## config.mk

```make
export PLATFORM = sky130hd
export DESIGN_NAME = i2c_cfg_scheduler_flat
export DESIGN_NICKNAME = d
export VERILOG_FILES = /design/src/rtl/i2c_cfg_pkg.sv /design/src/rtl/i2c_cfg_scheduler_if.sv /design/src/rtl/cfg_input_cond.sv /design/src/rtl/i2c_cfg_scheduler.sv /design/src/flat_wrapper.sv
export SDC_FILE = /design/constraint.sdc
export NUM_CORES = 1
export LEC_CHECK = 0
export CORE_ASPECT_RATIO = 0.75
export CORE_UTILIZATION = 50
export DETAILED_ROUTE_END_ITERATION = 10
export PLACE_DENSITY = 0.9
export SLEW_MARGIN = 15
export SYNTH_ARGS = -nofsm -noshare
export SYNTH_HDL_FRONTEND = slang
export SYNTH_HIERARCHICAL = 1
export SYNTH_SLANG_ARGS = --single-unit
```

## constraint.sdc

```tcl
create_clock -name iCLK -period 2.51 [get_ports iCLK]
set_input_delay 0.6275 -clock iCLK [delete_from_list [all_inputs] [get_ports iCLK]]
set_output_delay 0.6275 -clock iCLK [all_outputs]
set_load 0.01 [all_outputs]
```

## src/rtl/i2c_cfg_pkg.sv

```systemverilog
// Shared types and default constants for the camera I2C configuration scheduler.
package i2c_cfg_pkg;

  typedef enum logic [2:0] {SETTLE, FETCH, ISSUE, WAIT, GAP, RUN} state_t;
  typedef enum logic [1:0] {SRC_INIT, SRC_ZOOM, SRC_EXP} src_t;

  localparam int unsigned DEF_LUT_SIZE      = 25;
  localparam logic [7:0]  DEF_SLAVE_ADDR    = 8'hBA;
  localparam logic [15:0] DEF_SETTLE_CYC    = 16'd50000;
  localparam logic [7:0]  DEF_EXP_REG       = 8'h09;
  localparam logic [15:0] DEF_INIT_EXPOSURE = 16'h0500;
  localparam logic [15:0] DEF_EXP_STEP      = 16'h0100;
  localparam logic [7:0]  DEF_ZOOM_REG      = 8'h22;
  localparam logic [15:0] DEF_ZOOM_ON_VAL   = 16'h0000;
  localparam logic [15:0] DEF_ZOOM_OFF_VAL  = 16'h0033;
  localparam logic [1:0]  DEF_MAX_RETRY     = 2'd3;

  // Unsigned step that clamps at 0 on decrease and at all-ones on increase.
  function automatic logic [15:0] sat_step(input logic [15:0] v, input logic [15:0] step,
                                           input logic dec);
    logic [16:0] sum;
    if (dec) return (v >= step) ? v - step : '0;
    sum = {1'b0, v} + {1'b0, step};
    return sum[16] ? '1 : sum[15:0];
  endfunction

endpackage

```

## src/rtl/i2c_cfg_scheduler_if.sv

```systemverilog
// Request/response port between the scheduler and the I2C byte-level write master.
interface i2c_cfg_scheduler_if;
  logic [31:0] i2c_data;
  logic        i2c_go;
  logic        i2c_end;
  logic        i2c_nack;

  modport master (output i2c_data, i2c_go, input i2c_end, i2c_nack);
  modport slave  (input i2c_data, i2c_go, output i2c_end, i2c_nack);
endinterface

```

## src/rtl/cfg_input_cond.sv

```systemverilog
// 2-FF synchronizers for the switch/key inputs plus change and rising-edge detection.
module cfg_input_cond (
  input  logic i_clk,
  input  logic i_rst_n,
  input  logic i_zoom_sw,
  input  logic i_exp_adj,
  input  logic i_exp_dec,
  output logic o_zoom_evt,
  output logic o_exp_evt,
  output logic o_exp_dec,
  output logic o_zoom_lvl
);

  // Bits [1:0] are the synchronizer, bit [2] the previous synced value.
  logic [2:0] r_zoom_sync;
  logic [2:0] r_adj_sync;
  logic [1:0] r_dec_sync;

  always_ff @(posedge i_clk or negedge i_rst_n) begin
    if (!i_rst_n) begin
      r_zoom_sync <= '0;
      r_adj_sync  <= '0;
      r_dec_sync  <= '0;
    end else begin
      r_zoom_sync <= {r_zoom_sync[1:0], i_zoom_sw};
      r_adj_sync  <= {r_adj_sync[1:0], i_exp_adj};
      r_dec_sync  <= {r_dec_sync[0], i_exp_dec};
    end
  end

  assign o_zoom_evt = r_zoom_sync[2] ^ r_zoom_sync[1];
  assign o_exp_evt  = r_adj_sync[1] & ~r_adj_sync[2];
  assign o_exp_dec  = r_dec_sync[1];
  assign o_zoom_lvl = r_zoom_sync[1];

endmodule

```

## src/rtl/i2c_cfg_scheduler.sv

```systemverilog
// Walks the sensor power-up table, then turns zoom/exposure events into 32-bit I2C writes.
module i2c_cfg_scheduler
  import i2c_cfg_pkg::*;
#(
  parameter int unsigned LUT_SIZE      = DEF_LUT_SIZE,
  parameter logic [7:0]  SLAVE_ADDR    = DEF_SLAVE_ADDR,
  parameter logic [15:0] SETTLE_CYC    = DEF_SETTLE_CYC,
  parameter logic [7:0]  EXP_REG       = DEF_EXP_REG,
  parameter logic [15:0] INIT_EXPOSURE = DEF_INIT_EXPOSURE,
  parameter logic [15:0] EXP_STEP      = DEF_EXP_STEP,
  parameter logic [7:0]  ZOOM_REG      = DEF_ZOOM_REG,
  parameter logic [15:0] ZOOM_ON_VAL   = DEF_ZOOM_ON_VAL,
  parameter logic [15:0] ZOOM_OFF_VAL  = DEF_ZOOM_OFF_VAL,
  parameter logic [1:0]  MAX_RETRY     = DEF_MAX_RETRY
) (
  input  logic                       iCLK,
  input  logic                       iRST_N,
  input  logic                       iZOOM_MODE_SW,
  input  logic                       iEXPOSURE_ADJ,
  input  logic                       iEXPOSURE_DEC_p,
  output logic [4:0]                 oLUT_INDEX,
  input  logic [23:0]                iLUT_DATA,
  i2c_cfg_scheduler_if.master        i2c_bus,
  output logic [15:0]                oEXPOSURE,
  output logic                       oCFG_DONE,
  output logic                       oBUSY,
  output logic                       oERR
);

  localparam logic [4:0] LAST_IDX = 5'(LUT_SIZE - 1);

  logic w_zoom_evt, w_exp_evt, w_exp_dec, w_zoom_lvl;

  cfg_input_cond u_cond (
    .i_clk      (iCLK),
    .i_rst_n    (iRST_N),
    .i_zoom_sw  (iZOOM_MODE_SW),
    .i_exp_adj  (iEXPOSURE_ADJ),
    .i_exp_dec  (iEXPOSURE_DEC_p),
    .o_zoom_evt (w_zoom_evt),
    .o_exp_evt  (w_exp_evt),
    .o_exp_dec  (w_exp_dec),
    .o_zoom_lvl (w_zoom_lvl)
  );

  state_t      r_state;
  src_t        r_src;
  logic [15:0] r_settle;
  logic [1:0]  r_retry;
  logic [4:0]  r_idx;
  logic [31:0] r_data;
  logic        r_go, r_cfg_done, r_busy, r_err;
  logic [15:0] r_exp;
  logic        r_zoom_pend, r_exp_pend;

  always_ff @(posedge iCLK or negedge iRST_N) begin
    if (!iRST_N) begin
      r_state     <= SETTLE;
      r_src       <= SRC_INIT;
      r_settle    <= '0;
      r_retry     <= '0;
      r_idx       <= '0;
      r_data      <= '0;
      r_go        <= 1'b0;
      r_cfg_done  <= 1'b0;
      r_busy      <= 1'b1;
      r_err       <= 1'b0;
      r_exp       <= INIT_EXPOSURE;
      r_zoom_pend <= 1'b0;
      r_exp_pend  <= 1'b0;
    end else begin
      case (r_state)
        SETTLE: begin
          if (r_settle == SETTLE_CYC - 16'd1) r_state <= FETCH;
          else                                r_settle <= r_settle + 16'd1;
        end
        // Data and GO are registered on entry so both are visible during ISSUE.
        FETCH: begin
          r_src   <= SRC_INIT;
          r_data  <= {SLAVE_ADDR, iLUT_DATA};
          r_go    <= 1'b1;
          r_state <= ISSUE;
        end
        ISSUE: r_state <= WAIT;
        WAIT: begin
          if (i2c_bus.i2c_end) begin
            r_go <= 1'b0;
            if (i2c_bus.i2c_nack && (r_retry < MAX_RETRY)) begin
              r_retry <= r_retry + 2'd1;
              r_state <= GAP;
            end else begin
              r_retry <= '0;
              if (i2c_bus.i2c_nack) r_err <= 1'b1;
              if (r_src == SRC_INIT && r_idx != LAST_IDX) begin
                r_idx   <= r_idx + 5'd1;
                r_state <= GAP;
              end else begin
                if (r_src == SRC_INIT) r_cfg_done <= 1'b1;
                r_busy  <= 1'b0;
                r_state <= RUN;
              end
            end
          end
        end
        GAP: begin
          if (r_retry != '0) begin
            r_go    <= 1'b1;
            r_state <= ISSUE;
          end else begin
            r_state <= FETCH;
          end
        end
        // Pending flags drop at dispatch; an event during the write re-arms them.
        RUN: begin
          if (r_zoom_pend) begin
            r_src       <= SRC_ZOOM;
            r_data      <= {SLAVE_ADDR, ZOOM_REG, w_zoom_lvl ? ZOOM_ON_VAL : ZOOM_OFF_VAL};
            r_zoom_pend <= 1'b0;
            r_go        <= 1'b1;
            r_busy      <= 1'b1;
            r_state     <= ISSUE;
          end else if (r_exp_pend) begin
            r_src      <= SRC_EXP;
            r_data     <= {SLAVE_ADDR, EXP_REG, r_exp};
            r_exp_pend <= 1'b0;
            r_go       <= 1'b1;
            r_busy     <= 1'b1;
            r_state    <= ISSUE;
          end
        end
        default: r_state <= SETTLE;
      endcase

      if (w_zoom_evt) r_zoom_pend <= 1'b1;
      if (w_exp_evt) begin
        r_exp_pend <= 1'b1;
        r_exp      <= sat_step(r_exp, EXP_STEP, w_exp_dec);
      end
    end
  end

  assign oLUT_INDEX       = r_idx;
  assign i2c_bus.i2c_data = r_data;
  assign i2c_bus.i2c_go   = r_go;
  assign oEXPOSURE        = r_exp;
  assign oCFG_DONE        = r_cfg_done;
  assign oBUSY            = r_busy;
  assign oERR             = r_err;

endmodule

```

## src/flat_wrapper.sv

```systemverilog
// flat-port wrapper written by rule: the top's interface ports become plain ports
module i2c_cfg_scheduler_flat import i2c_cfg_pkg::*;
#(
  parameter int unsigned LUT_SIZE      = DEF_LUT_SIZE,
  parameter logic [7:0]  SLAVE_ADDR    = DEF_SLAVE_ADDR,
  parameter logic [15:0] SETTLE_CYC    = DEF_SETTLE_CYC,
  parameter logic [7:0]  EXP_REG       = DEF_EXP_REG,
  parameter logic [15:0] INIT_EXPOSURE = DEF_INIT_EXPOSURE,
  parameter logic [15:0] EXP_STEP      = DEF_EXP_STEP,
  parameter logic [7:0]  ZOOM_REG      = DEF_ZOOM_REG,
  parameter logic [15:0] ZOOM_ON_VAL   = DEF_ZOOM_ON_VAL,
  parameter logic [15:0] ZOOM_OFF_VAL  = DEF_ZOOM_OFF_VAL,
  parameter logic [1:0]  MAX_RETRY     = DEF_MAX_RETRY
)
  (iCLK, iRST_N, iZOOM_MODE_SW, iEXPOSURE_ADJ, iEXPOSURE_DEC_p, oLUT_INDEX, iLUT_DATA, oEXPOSURE, oCFG_DONE, oBUSY, oERR, i2c_bus_i2c_data, i2c_bus_i2c_go, i2c_bus_i2c_end, i2c_bus_i2c_nack);
  i2c_cfg_scheduler_if i2c_bus_i ();
  input  logic iCLK;
  input  logic iRST_N;
  input  logic iZOOM_MODE_SW;
  input  logic iEXPOSURE_ADJ;
  input  logic iEXPOSURE_DEC_p;
  output logic [4:0] oLUT_INDEX;
  input  logic [23:0] iLUT_DATA;
  output logic [15:0] oEXPOSURE;
  output logic oCFG_DONE;
  output logic oBUSY;
  output logic oERR;
  output wire logic [$bits(i2c_bus_i.i2c_data)-1:0] i2c_bus_i2c_data;
  output wire logic [$bits(i2c_bus_i.i2c_go)-1:0] i2c_bus_i2c_go;
  input wire logic [$bits(i2c_bus_i.i2c_end)-1:0] i2c_bus_i2c_end;
  input wire logic [$bits(i2c_bus_i.i2c_nack)-1:0] i2c_bus_i2c_nack;
  assign i2c_bus_i2c_data = i2c_bus_i.i2c_data;
  assign i2c_bus_i2c_go = i2c_bus_i.i2c_go;
  assign i2c_bus_i.i2c_end = i2c_bus_i2c_end;
  assign i2c_bus_i.i2c_nack = i2c_bus_i2c_nack;
  i2c_cfg_scheduler #(.LUT_SIZE(LUT_SIZE), .SLAVE_ADDR(SLAVE_ADDR), .SETTLE_CYC(SETTLE_CYC), .EXP_REG(EXP_REG), .INIT_EXPOSURE(INIT_EXPOSURE), .EXP_STEP(EXP_STEP), .ZOOM_REG(ZOOM_REG), .ZOOM_ON_VAL(ZOOM_ON_VAL), .ZOOM_OFF_VAL(ZOOM_OFF_VAL), .MAX_RETRY(MAX_RETRY)) u_core (.iCLK(iCLK), .iRST_N(iRST_N), .iZOOM_MODE_SW(iZOOM_MODE_SW), .iEXPOSURE_ADJ(iEXPOSURE_ADJ), .iEXPOSURE_DEC_p(iEXPOSURE_DEC_p), .oLUT_INDEX(oLUT_INDEX), .iLUT_DATA(iLUT_DATA), .i2c_bus(i2c_bus_i), .oEXPOSURE(oEXPOSURE), .oCFG_DONE(oCFG_DONE), .oBUSY(oBUSY), .oERR(oERR));
endmodule
```

**Word level (Yosys, flattened, before mapping)**

Index checks and enable logic that the tools add are counted.

- Flip-flop bits (word level): 90
- Input bits: 31
- Output and inout bits: 57
- Logic and storage cells: 99

- Add/subtract/negate cells: 5
- Order comparisons: 2
- Equal/unequal tests: 14
- Multiplexer cells: 36
- Bitwise gates (word level): 6
- Reductions and logical operators: 20

Operators with widths:

| operator | count |
|---|---|
| two-way mux 16 bit | 4 |
| two-way mux 32 bit | 2 |
| one-hot mux 32 bit (2 select lines) | 1 |
| one-hot mux 3 bit (6 select lines) | 1 |
| adder 16 x 9 -> 17 bit (second input constant) | 1 |
| adder 16 x 1 -> 16 bit (second input constant) | 1 |
| equality test 16 bit (second input constant) | 1 |
| greater-or-equal comparator 16 x 9 -> 1 bit (second input constant) | 1 |
| subtractor 16 x 9 -> 16 bit (second input constant) | 1 |
| two-way mux 1 bit | 15 |
| two-way mux 3 bit | 5 |
| AND reduction 4 bit | 3 |
| AND reduction 5 bit | 2 |
| nonzero test 2 bit | 5 |
| two-way mux 2 bit | 4 |
| != test 2 bit (second input constant) | 4 |
| AND reduction 2 bit | 4 |
| equality test 3 x 2 -> 1 bit (second input constant) | 2 |
| equality test 3 bit (second input constant) | 2 |
| two-way mux 6 bit | 1 |
| adder 5 x 1 -> 5 bit (second input constant) | 1 |
| != test 5 bit (second input constant) | 1 |
| != test 2 x 1 -> 1 bit (second input constant) | 2 |
| inverter 1 bit | 4 |
| 14 further kinds | 15 |

**Depth between registers and ports, before layout**

- Depth after elaboration: 6
- Gate-level depth with buffers: 7
- Depth with buffers taken out: 6

**By module**

The synthesis kept the hierarchy.

By module, submodules not included:

| module | times used | cells each | area each (um^2) | sequential area each (um^2) |
|---|---|---|---|---|
| i2c_cfg_scheduler | 1 | 345 | 3,593.4 | 1,705.4 |
| cfg_input_cond | 1 | 10 | 215.2 | 200.2 |

**Least setup slack after synthesis**

Ideal clock, no wire load.

- Kind: reg2reg
- Start point: reg u_core.r_exp[9] (netlist: u_core/oEXPOSURE[9])
- End point: reg u_core.r_exp[13] (netlist: u_core/oEXPOSURE[13])
- Library setup time: 0.124 ns
- Arrival: 1.689 ns
- Required time: 2.386 ns
- Slack: 0.697 ns
- Cell stages (with the launch flop): 8
- Buffers on the path: 1
- Period minus slack after synthesis: 1.813 ns
- Cell sequence: dfrtp_1 > buf_2 > inv_1 > ha_1 > or3b_1 > o2111ai_1 > a21oi_1 > a211o_1

- Longest elaborated chain between the ends: 4
- Elaborated cells between the ends (all ways): 7
- Classes of those cells: add/sub: 2; order compare: 1; mux: 4

RTL lines:

| item | line | text |
|---|---|---|
| from (decl) | i2c_cfg_scheduler.sv:53 | `logic [15:0] r_exp;` |
| from (signal assigned) | i2c_cfg_scheduler.sv:137 | `r_exp <= sat_step(r_exp, EXP_STEP, w_exp_dec);` |
| subtractor 16 x 9 -> 16 bit or greater-or-equal comparator 16 x 9 -> 1 bit (tied branches) | i2c_cfg_pkg.sv:22 | `if (dec) return (v >= step) ? v - step : '0;` |
| two-way mux 16 bit (2 in series) | i2c_cfg_pkg.sv:22 |  |
| two-way mux 16 bit * | i2c_cfg_pkg.sv:23 | `sum = {1'b0, v} + {1'b0, step};` |

Every way passes the cells marked *; elsewhere a longest branch is shown, timed or not. The select of a mux whose other input is x is not followed.
A chain may end at the register's enable or synchronous reset.

==> impl_metrics.py <==
metrics = {
    "clock_network": {
        "clock_latency_ns": 0.35,
        "cts_setup_buffers": 0,
        "clockBufferDepth": 2,
        "hold_buffers": 0,
        "clk_pin_slew_ns": 0.08,
        "ctsResizeCount": 0,
        "cts_max_level": 3,
        "root_buffer": "clkbuf_8",
        "tritoncts": "yes",
        "cts.sinks": 76,
        "cts_buffers": 9,
    },
    "pwr": {
        "power_density_nw_per_um2": 593.9,
        "vdd_ir_drop_max_uv": 503.5,
        "p_total_uw": 2860,
        "p_leak_uw": 0.002112,
    },
    "sta": {
        "rsz0062_at_grt": "no",
        "slew_violations": 0,
        "finalSetupViolations": 0,
        "period_share_pct": 92.94,
        "setup_tns_ns": 0,
        "hold_viol": 0,
        "fmax_ghz": 0.4287,
        "whs_ns": 0.2250,
        "slew_headroom_pct": 40.47,
        "worst_clock_skew_ns": 0.007395,
        "fin_crit_ns": 2.333,
        "worst_slew_pin_slew_ns": 0.8871,
    },
    "critical_path": {
        "crit_arrival_ns": 1.71,
        "cp_cell_sequence": "clkdlybuf4s50_1",
        "crit_type": "flip-flop to output port",
        "cp_max_fo": 15,
        "cp-end-kind": "output port",
        "crit_required_ns": 1.88,
        "timing.critical_path.buf_inv": 1,
        "cp-start-kind": "flip-flop",
        "cp_slowest_cell": "dfrtp_1",
        "path_delay_family": "flip-flops",
        "cp_slowest_stage_delay_ns": 0.69,
    },
    "logic_synthesis": {
        "synth.area.top_cells": "dfrtp_1 48%, xnor2_1 3.0%, buf_4 3.0%",
        "yosys.area.top_type": "dfrtp_1",
        "ys_seq_area_share_pct": 50.03,
        "synth_edf_count": 0,
        "syn_area_um2": 3809,
        "synthCells": 355,
        "ys_seq_elements": 76,
        "ys_async_sr_fraction_pct": 100.0,
        "ys.flop_type": "dfrtp_1",
        "avgSynthCellArea_um2": 10.73,
        "ys_types": 63,
        "ys_warn_count": 6,
        "synth.top_cell.area_share_pct": 47.96,
    },
    "global_routing": {
        "grt_pass1_vias": 2879,
        "antenna_found_initial": 0,
        "track_usage_pct": 23.55,
        "grt_max_degree": 42,
        "grt_pass1_wl_um": 14340,
        "overflow": 0,
    },
    "floorplanning": {
        "ios": 88,
        "die_width_um": 102.8,
        "start_util_pct": 51.72,
        "die_y_um": 77.59,
        "fp.dieArea_um2": 7974,
        "core-area_um2": 7365,
        "rows": 27,
    },
    "layout": {
        "design_area_um2": 4816,
        "mostFrequentLayoutCells": "83 x clkdlybuf4s50_1, 73 x dfrtp_1, 25 x nor2_1",
        "final_cells": 530,
        "multi_input_comb_area_um2": 1662,
        "drive_above_1_share_pct": 8.858,
        "antenna_cells": 0,
        "syn_to_final_growth_pct": 26.45,
        "final_nets": 463,
        "ff_latch_area_um2": 1906,
        "final_common_cell": "clkdlybuf4s50_1",
        "nFillCells": 605,
    },
    "placement": {
        "dp_hpwl_um": 6152,
        "placed_area_um2": 4623,
        "io_buffer_count": 84,
        "dp_cells": 514,
        "place_congestion": 0.8932,
    },
    "routing": {
        "vias_per_cell": 5.755,
        "route.detailed.drc": 0,
        "drtPass1Iterations": 5,
        "vias": 3050,
        "wl_per_cell_um": 16.82,
        "drtIter0Drc": 258,
        "routed_wl_um": 8916,
        "postRouteAntennaNets": 0,
    },
    "worst_hold_path": {
        "hold_path_class": "primary input to async pin",
    },
    "run": {
        "cap_violations": 0,
    },
    "run_status": {
        "outcome": "finished, final reports clean",
    },
}
-- synthesized netlist by cell type (all sizes together), types with 9 or more instances --
cell type,n
a21oi,16
and3,14
buf,27
dfrtp,73
inv,11
nand2,13
nand3,12
nor2,27
nor2b,9
nor3,9
o21ai,15
xnor2,13
-- registers in the layout, summed over array words and instances (netlist names) --
register	flops
u_core/r_src	2
u_core/r_state	3
u_core/u_cond/r_adj_sync	3
u_core/r_zoom_pend	1
u_core/r_settle	16
u_core/u_cond/r_dec_sync	2
u_core/r_retry	2
u_core/i2c_bus.i2c_go	1
u_core/oLUT_INDEX	5
u_core/i2c_bus.i2c_data	25
u_core/r_exp_pend	1
u_core/u_cond/r_zoom_sync	3
u_core/oERR	1
u_core/oCFG_DONE	1
u_core/oEXPOSURE	9
u_core/oBUSY	1
-- power breakdown --
group	internal (uW)	switching, uW	total [uW]
Combinational	258	190	449
Clock	457	457	914
Sequential	1290	205	1500
Total	2010	852	2860
-- cells by family after synthesis --
kind of cell | share of synthesized area [%]
muxes | 0.5913
xor gates and xnor gates | 4.599
and+or+nand+nor | 20.20
AOI/OAI and AO/OA | 15.31
adders and majority gates | 2.628
DFF | 50.03
buffers and inverters | 6.537
other | 0.09846
-- cell type report --
class / count / share of cell area [%]
clock buffers: 10 / 2.650
clock inverters: 6 / 1.351
inverters: 11 / 0.8574
multi-input cells: 237 / 34.50
flip-flops and latches: 76 / 39.57
well taps: 101 / 2.624
repair buffers: 89 / 18.45
-- layer usage --
metal / vias to the layer above / wire length, um / global-route usage, %
met5: - / 0 / 0
met4: 0 / 88 / 7.324
met3: 6 / 634 / 5.856
met2: 126 / 4121 / 34.73
met1: 1512 / 4071 / 34.02
li1: 1406 / - / -
-- final timing paths --
check | from | endpoint | slack, ns | cells after the start
worst max-delay path | u_core/oEXPOSURE[6]$_DFFE_PN0P_ | oEXPOSURE[1] | 0.18 | 1
worst min-delay path | iRST_N | u_core/i2c_bus.i2c_data[7]$_DFFE_PN0P_ | 0.22 | 1
worst max register to register | u_core/r_state[0]$_DFFE_PN0P_ | u_core/i2c_bus.i2c_data[7]$_DFFE_PN0P_ | 0.34 | 5
worst min register to register | u_core/u_cond/r_dec_sync[0]$_DFF_PN0_ | u_core/u_cond/r_dec_sync[1]$_DFF_PN0_ | 0.35 | 0
max in group asynchronous | iRST_N | u_core/oBUSY$_DFFE_PN1P_ | 1.63 | 2
min in group iCLK | u_core/u_cond/r_dec_sync[0]$_DFF_PN0_ | u_core/u_cond/r_dec_sync[1]$_DFF_PN0_ | 0.35 | 0
-- stage by stage --
step | utilization [%] | setup WS [ns]
4_1_cts | 65.39 | 0.1523
3_5_place_dp | 62.78 | 0.2910
3_3_place_gp | 62.78 | 0.3639
2_1_floorplan | - | 0.6968
5_1_grt | 65.39 | 0.09521
6_report | 65.39 | 0.1773
(Power assumes the default switching activity.)
